===== config.mk =====
export PLATFORM = sky130hd
export DESIGN_NAME = lsu_busif
export DESIGN_NICKNAME = d
export VERILOG_FILES = /design/src/rtl/lsu_pkg.sv /design/src/rtl/lsu_align.sv /design/src/rtl/lsu_busif.sv
export SDC_FILE = /design/constraint.sdc
export NUM_CORES = 1
export LEC_CHECK = 0
export ABC_AREA = 1
export BUFFER_PORTS_ARGS = -buffer_cell sky130_fd_sc_hd__buf_2
export CAP_MARGIN = 30
export CORE_UTILIZATION = 57
export CTS_BUF_LIST = sky130_fd_sc_hd__clkbuf_4 sky130_fd_sc_hd__clkbuf_8
export DETAILED_ROUTE_END_ITERATION = 7
export GPL_TIMING_DRIVEN = 0
export PLACE_DENSITY = 0.93
export SYNTH_ARGS = -nofsm -noshare
export SYNTH_HDL_FRONTEND = slang
export SYNTH_SLANG_ARGS = --single-unit

===== constraint.sdc =====
create_clock -name clk -period 2 [get_ports clk]
set_input_delay 0.2 -clock clk [delete_from_list [all_inputs] [get_ports clk]]
set_output_delay 0.2 -clock clk [all_outputs]
set_load 0.01 [all_outputs]

===== src/rtl/lsu_pkg.sv =====
`default_nettype none
// +------------------------------------------------------------------+
// | lsu_pkg : shared width, access-size and FSM encodings for the LSU |
// | Rev 1.0  initial release                                          |
// +------------------------------------------------------------------+
package lsu_pkg;

  localparam int XLEN = 32;

  localparam logic [1:0] SZ_B = 2'b00;
  localparam logic [1:0] SZ_H = 2'b01;
  localparam logic [1:0] SZ_W = 2'b10;

  typedef enum logic [2:0] {
    IDLE = 3'd0,
    ACC1 = 3'd1,
    ACC2 = 3'd2,
    RD1  = 3'd3,
    RD2  = 3'd4,
    RSP  = 3'd5
  } state_e;

endpackage
`default_nettype wire


===== src/rtl/lsu_align.sv =====
`default_nettype none
// +------------------------------------------------------------------+
// | lsu_align : store lane rotate, byte-enable mask, load extension   |
// | Rev 1.0  initial release                                          |
// +------------------------------------------------------------------+
module lsu_align
  import lsu_pkg::*;
(
  input  logic [1:0]        off_i,
  input  logic [1:0]        size_i,
  input  logic              unsigned_i,
  input  logic [XLEN-1:0]   wdata_i,
  input  logic [2*XLEN-1:0] rdata_i,
  output logic [XLEN-1:0]   qin_o,
  output logic [3:0]        we_lo_o,
  output logic [3:0]        we_hi_o,
  output logic              split_o,
  output logic [XLEN-1:0]   ldata_o
);

  logic [4:0]      w_sh;
  logic [5:0]      w_rsh;
  logic [3:0]      w_mask;
  logic [7:0]      w_lanes;
  logic [XLEN-1:0] w_ld;

  assign w_sh  = {off_i, 3'b000};
  // Left rotate expressed as a right shift of the doubled word.
  assign w_rsh = 6'd32 - {1'b0, w_sh};
  assign qin_o = XLEN'({wdata_i, wdata_i} >> w_rsh);

  always_comb begin
    case (size_i)
      SZ_B:    w_mask = 4'b0001;
      SZ_H:    w_mask = 4'b0011;
      default: w_mask = 4'b1111;
    endcase
  end

  assign w_lanes = {4'b0000, w_mask} << off_i;
  assign we_lo_o = w_lanes[3:0];
  assign we_hi_o = w_lanes[7:4];
  assign split_o = |w_lanes[7:4];

  assign w_ld = XLEN'(rdata_i >> w_sh);

  always_comb begin
    ldata_o = w_ld;
    case (size_i)
      SZ_B:    ldata_o = {{(XLEN-8){~unsigned_i & w_ld[7]}}, w_ld[7:0]};
      SZ_H:    ldata_o = {{(XLEN-16){~unsigned_i & w_ld[15]}}, w_ld[15:0]};
      default: ldata_o = w_ld;
    endcase
  end

endmodule
`default_nettype wire


===== src/rtl/lsu_busif.sv =====
`default_nettype none
// +------------------------------------------------------------------+
// | lsu_busif : single-outstanding LSU to local-bus bridge, split-aware|
// | Rev 1.0  initial release                                          |
// +------------------------------------------------------------------+
module lsu_busif #(
  parameter int XLEN = 32
) (
  input  logic            clk,
  input  logic            rst,
  input  logic            req_valid,
  output logic            req_ready,
  input  logic            req_store,
  input  logic [1:0]      req_size,
  input  logic            req_unsigned,
  input  logic [XLEN-1:0] req_addr,
  input  logic [XLEN-1:0] req_wdata,
  output logic            rsp_valid,
  output logic [XLEN-1:0] rsp_rdata,
  output logic [XLEN-1:0] bus_addr,
  output logic [XLEN-1:0] bus_qin,
  output logic [3:0]      bus_we,
  input  logic [XLEN-1:0] bus_qout
);
  import lsu_pkg::*;

  state_e          state_q, state_d;
  logic [XLEN-1:0] addr_q, addr_d, wdata_q, wdata_d, first_q, first_d;
  logic [XLEN-1:0] rdata_q, rdata_d, baddr_q, baddr_d, bqin_q, bqin_d;
  logic [1:0]      size_q, size_d;
  logic            uns_q, uns_d, store_q, store_d, split_q, split_d;
  logic [3:0]      bwe_q, bwe_d;

  logic            w_idle;
  logic [1:0]      w_off, w_size;
  logic [XLEN-1:0] w_wdata, w_qin, w_ldata;
  logic [2*XLEN-1:0] w_rdata;
  logic [3:0]      w_we_lo, w_we_hi;
  logic            w_split;

  // While idle the aligner sees the incoming request, afterwards the latched copy.
  assign w_idle  = (state_q == IDLE);
  assign w_off   = w_idle ? req_addr[1:0] : addr_q[1:0];
  assign w_size  = w_idle ? req_size : size_q;
  assign w_wdata = w_idle ? req_wdata : wdata_q;
  assign w_rdata = (state_q == RD2) ? {bus_qout, first_q} : {{XLEN{1'b0}}, bus_qout};

  lsu_align u_align (
    .off_i      (w_off),
    .size_i     (w_size),
    .unsigned_i (uns_q),
    .wdata_i    (w_wdata),
    .rdata_i    (w_rdata),
    .qin_o      (w_qin),
    .we_lo_o    (w_we_lo),
    .we_hi_o    (w_we_hi),
    .split_o    (w_split),
    .ldata_o    (w_ldata)
  );

  always_comb begin
    state_d = state_q;
    addr_d  = addr_q;
    size_d  = size_q;
    uns_d   = uns_q;
    store_d = store_q;
    wdata_d = wdata_q;
    split_d = split_q;
    first_d = first_q;
    rdata_d = rdata_q;
    baddr_d = '0;
    bqin_d  = '0;
    bwe_d   = 4'b0000;
    case (state_q)
      IDLE: begin
        if (req_valid) begin
          state_d = ACC1;
          addr_d  = req_addr;
          size_d  = req_size;
          uns_d   = req_unsigned;
          store_d = req_store;
          wdata_d = req_wdata;
          split_d = w_split;
          baddr_d = {req_addr[XLEN-1:2], 2'b00};
          if (req_store) begin
            bqin_d = w_qin;
            bwe_d  = w_we_lo;
          end
        end
      end
      ACC1: begin
        if (split_q) begin
          state_d = ACC2;
          baddr_d = {addr_q[XLEN-1:2] + 1'b1, 2'b00};
          if (store_q) begin
            bqin_d = w_qin;
            bwe_d  = w_we_hi;
          end
        end else if (store_q) begin
          state_d = RSP;
          rdata_d = '0;
        end else begin
          state_d = RD1;
        end
      end
      ACC2: begin
        if (store_q) begin
          state_d = RSP;
          rdata_d = '0;
        end else begin
          state_d = RD2;
          first_d = bus_qout;
        end
      end
      RD1, RD2: begin
        state_d = RSP;
        rdata_d = w_ldata;
      end
      RSP:     state_d = IDLE;
      default: state_d = IDLE;
    endcase
  end

  always_ff @(posedge clk) begin
    if (rst) begin
      state_q <= IDLE;
      addr_q  <= '0;
      size_q  <= 2'b00;
      uns_q   <= 1'b0;
      store_q <= 1'b0;
      wdata_q <= '0;
      split_q <= 1'b0;
      first_q <= '0;
      rdata_q <= '0;
      baddr_q <= '0;
      bqin_q  <= '0;
      bwe_q   <= 4'b0000;
    end else begin
      state_q <= state_d;
      addr_q  <= addr_d;
      size_q  <= size_d;
      uns_q   <= uns_d;
      store_q <= store_d;
      wdata_q <= wdata_d;
      split_q <= split_d;
      first_q <= first_d;
      rdata_q <= rdata_d;
      baddr_q <= baddr_d;
      bqin_q  <= bqin_d;
      bwe_q   <= bwe_d;
    end
  end

  assign req_ready = w_idle;
  assign rsp_valid = (state_q == RSP);
  assign rsp_rdata = rdata_q;
  assign bus_addr  = baddr_q;
  assign bus_qin   = bqin_q;
  assign bus_we    = bwe_q;

endmodule
`default_nettype wire


==> summary.txt <==
Run status
  – Outcome: finished with violations
  – Failing checks: design-rule violations, negative hold slack, negative setup slack

Worst setup path
  – Worst path max stage delay: 0.36 ns
  – Crit path cell chain: buf_6 -> nor2_8 -> buf_4 -> nand3b_1 -> nand2_4 -> buf_8 -> buf_4 -> nand2_1 -> nand2_1 -> nor2_1 -> nor3_1
  – CP Capture Type: register
  – CP Launch Type: register
  – Worst-path maximum fanout: 10
  – CP Data Arrival Time: 2.79 ns
  – WS Path Type: reg2reg
  – WP data required: 2.43 ns
  – Slowest cell on crit path: nor3_1

STA
  – Final hold slack: -0.000360 ns
  – Final setup margin: -0.359 ns
  – Worst slew margin: 29.6%
  – Count of final hold-check violations: 1
  – Peak Freq: 424 MHz
  – Slew Viols, Final: 0
  – RSZ-0062 raised after global routing: yes
  – Slew at the pin closest to its max-slew limit: 1.05 ns
  – Setup Viol. Count Final: 75
  – Clock skew: 0.0346 ns
  – Setup TNS Final: -12.92 ns
  – Fin crit share: 118%
  – Min Tclk post-route: 2.36 ns

CTS
  – Later-pin clock latency in the skew report: 0.57 ns
  – CTS Buf Count: 34
  – Root buffer cell: clkbuf_8
  – Clk pin slew, worst setup/hold paths: 0.07 ns
  – Max Buffers Root-to-Sink: 3
  – H-tree levels: 2
  – TritonCTS clock tree: done
  – CTS Sinks: 202

GRT
  – Largest net degree at the start of global routing: 11
  – Vias in the first global route: 12500
  – Grt met1 use: 53.6%
  – GRT Total Usage: 44.9%
  – Met3 usage: 11.6%
  – Layer carrying the most global-route usage: met2
  – First-pass GRT wire length: 63.7 mm
  – GRT overflow: 0
  – Initial antenna violation count: 0
  – Grt met2 use: 69.0%

Synthesis
  – Gate count after technology mapping: 1563
  – Syn_area_per_cell: 6.59 sq um
  – Post-synthesis register bit count: 202
  – Async SR Flop Fraction: 0%
  – Post-Syn Area: 10300 sq um
  – Post-synth cell types: 47
  – Sequential fraction of the synthesis area: 39.3%
  – Warnings, synthesis: 0
  – Primary FF master, synth: dfxtp_1
  – Post-synth EDFFs: 0

Floorplanning
  – Cell Rows: 48
  – Die H: 136 um
  – Die width: 136 um
  – Initial core utilization: 58.9%
  – Ports: 205
  – Placeable Area: 17500 sq um
  – DIE AREA: 18600 sq um

Routing
  – Pre-Repair DR Iteration Count: 8
  – Routed Antenna Nets: 0
  – Drt total wl: 46.2 mm
  – Initial DRC Count: 2305
  – Residual DRC: 85
  – Via density per instance: 6.30
  – DR WL/cell: 21.2 um
  – Via Count: 13700

Cells and area
  – Fill cells: 1089
  – Layout cell share with drive strength beyond 1: 27.1%
  – Most common cell after layout, fill and taps aside: nand2_1
  – ANT cells: 0
  – Post-Route Utilization: 82.5%
  – Commonest non-fill, non-tap cells in the layout: nand2_1, buf_2, dfxtp_1
  – Combined area of the multi-input logic cells: 5830 sq um
  – Fin nets: 2033
  – Area growth syn-to-layout: 40.0%
  – Register area: 4050 sq um

Placement
  – Post-detail-place hpwl: 27.7 mm
  – Gpl congestion: 0.980
  – Setup slack at placement: -0.414 ns
  – Port buffer count: 201

Power and ir drop
  – Leak: 6.51 nW
  – Cell Pwr Density: 1730 nW/um^2
  – Worst vdd ir: 1.02 mV

Flow run
  – Max Cap Violations: 0

Hold path
  – Worst min path class: in2reg
-- power by group --
part           internal (mW)  switching (mW)  total [mW]
Combinational           5.27            9.97        15.2
Clock                   2.30            1.80        4.10
Sequential              4.96           0.635        5.60
-- cells by family after synthesis --
group | share of synthesized area (%)
and+or+nand+nor | 30.6
DFF | 39.3
adders and majority gates | 0.121
other | 0.0364
buffers and inverters | 9.71
xor gates and xnor gates | 0.170
AOI/OAI and AO/OA | 20.1
-- per-stage QoR --
step | instances | power (mW) | area, sq um
2_1_floorplan | 1564 | 12.9 | 10300
3_3_place_gp | 1990 | 16.3 | 11600
3_5_place_dp | 1990 | 16.4 | 11600
4_1_cts | 2153 | 21.7 | 13700
5_1_grt | 2180 | 25.9 | 14400
6_report | 2180 | 24.9 | 14400
-- final cells by class --
cell class | instances | share of cell area (%)
well taps | 225 | 1.95
repair buffers | 329 | 15.6
clock buffers | 57 | 4.75
flip-flops and latches | 202 | 28.1
plain buffers | 99 | 5.06
multi-input cells | 1128 | 40.5
inverters | 135 | 3.63
clock inverters | 5 | 0.408
-- path summary, 6_finish.rpt --
kind / from / to / slack [ns] / depth (start not counted)
worst max register to register: state_q[1]$_SDFFE_PP0P_ / bus_qin[8]$_SDFF_PP0_ / -0.36 / 11
worst min-delay path: bus_qout[23] / first_q[23]$_SDFFE_PP0P_ / -0.0004 / 3
worst max-delay path: state_q[1]$_SDFFE_PP0P_ / bus_qin[8]$_SDFF_PP0_ / -0.36 / 11
worst min register to register: first_q[10]$_SDFFE_PP0P_ / first_q[10]$_SDFFE_PP0P_ / 0.45 / 2
-- Yosys cell counts, types with 2 or more instances --
library cell / number / area [sq um]
a211oi_1: 10 / 75.1
a21oi_1: 199 / 996
a21oi_2: 10 / 87.6
a22oi_1: 3 / 22.5
buf_1: 2 / 7.51
buf_2: 36 / 180
buf_4: 7 / 52.6
buf_6: 4 / 45.0
clkbuf_1: 50 / 188
clkinv_1: 2 / 7.51
dfxtp_1: 202 / 4040
inv_1: 128 / 480
inv_2: 5 / 18.8
nand2_1: 489 / 1840
nand2_2: 18 / 113
nand3_1: 119 / 596
nand3_4: 2 / 35.0
nand3b_1: 2 / 15.0
nand4_1: 16 / 100
nor2_1: 69 / 259
nor2_4: 3 / 33.8
nor3_1: 23 / 115
o2111ai_1: 4 / 35.0
o211ai_1: 4 / 30.0
o21a_1: 2 / 15.0
o21ai_0: 117 / 586
o21ai_1: 7 / 35.0
o21ai_2: 2 / 17.5
o221a_2: 7 / 78.8
o22ai_1: 2 / 12.5
or2_2: 2 / 12.5
xor2_1: 2 / 17.5
-- state kept, by name (all words and copies together), names as in the netlist, 2 cells and up --
| signal | flops |
|---|---|
| bus_qin | 32 |
| first_q | 32 |
| wdata_q | 32 |
| bus_we | 4 |
| rsp_rdata | 32 |
| bus_addr | 30 |
| addr_q | 32 |
| state_q | 3 |
| size_q | 2 |
-- timing repair --
action                     4_1_cts  5_1_grt
gates cloned                     1        3
setup endpoints to repair      164      158
pin swaps                        9       25
resized for setup              124      161
buffers inserted                15       25
hold buffers                    85        0
hold endpoints to repair       111        0
-- critical path: cells and delay by family, from the launching register on --
kind | cells | cell delay [ns]
buf+inv | 4 | 0.63
flops | 1 | 0.32
simple gates | 7 | 1.29
-- routing by layer --
| metal | part of all wire (%) | up-vias |
|---|---|---|
| met1 | 35 | 6077 |
| li1 | - | 5860 |
| met2 | 42 | 1335 |
| met3 | 13 | 458 |
| met5 | 0 | - |
| met4 | 9.5 | 0 |
Note: power is estimated with default switching activity, not from simulation.
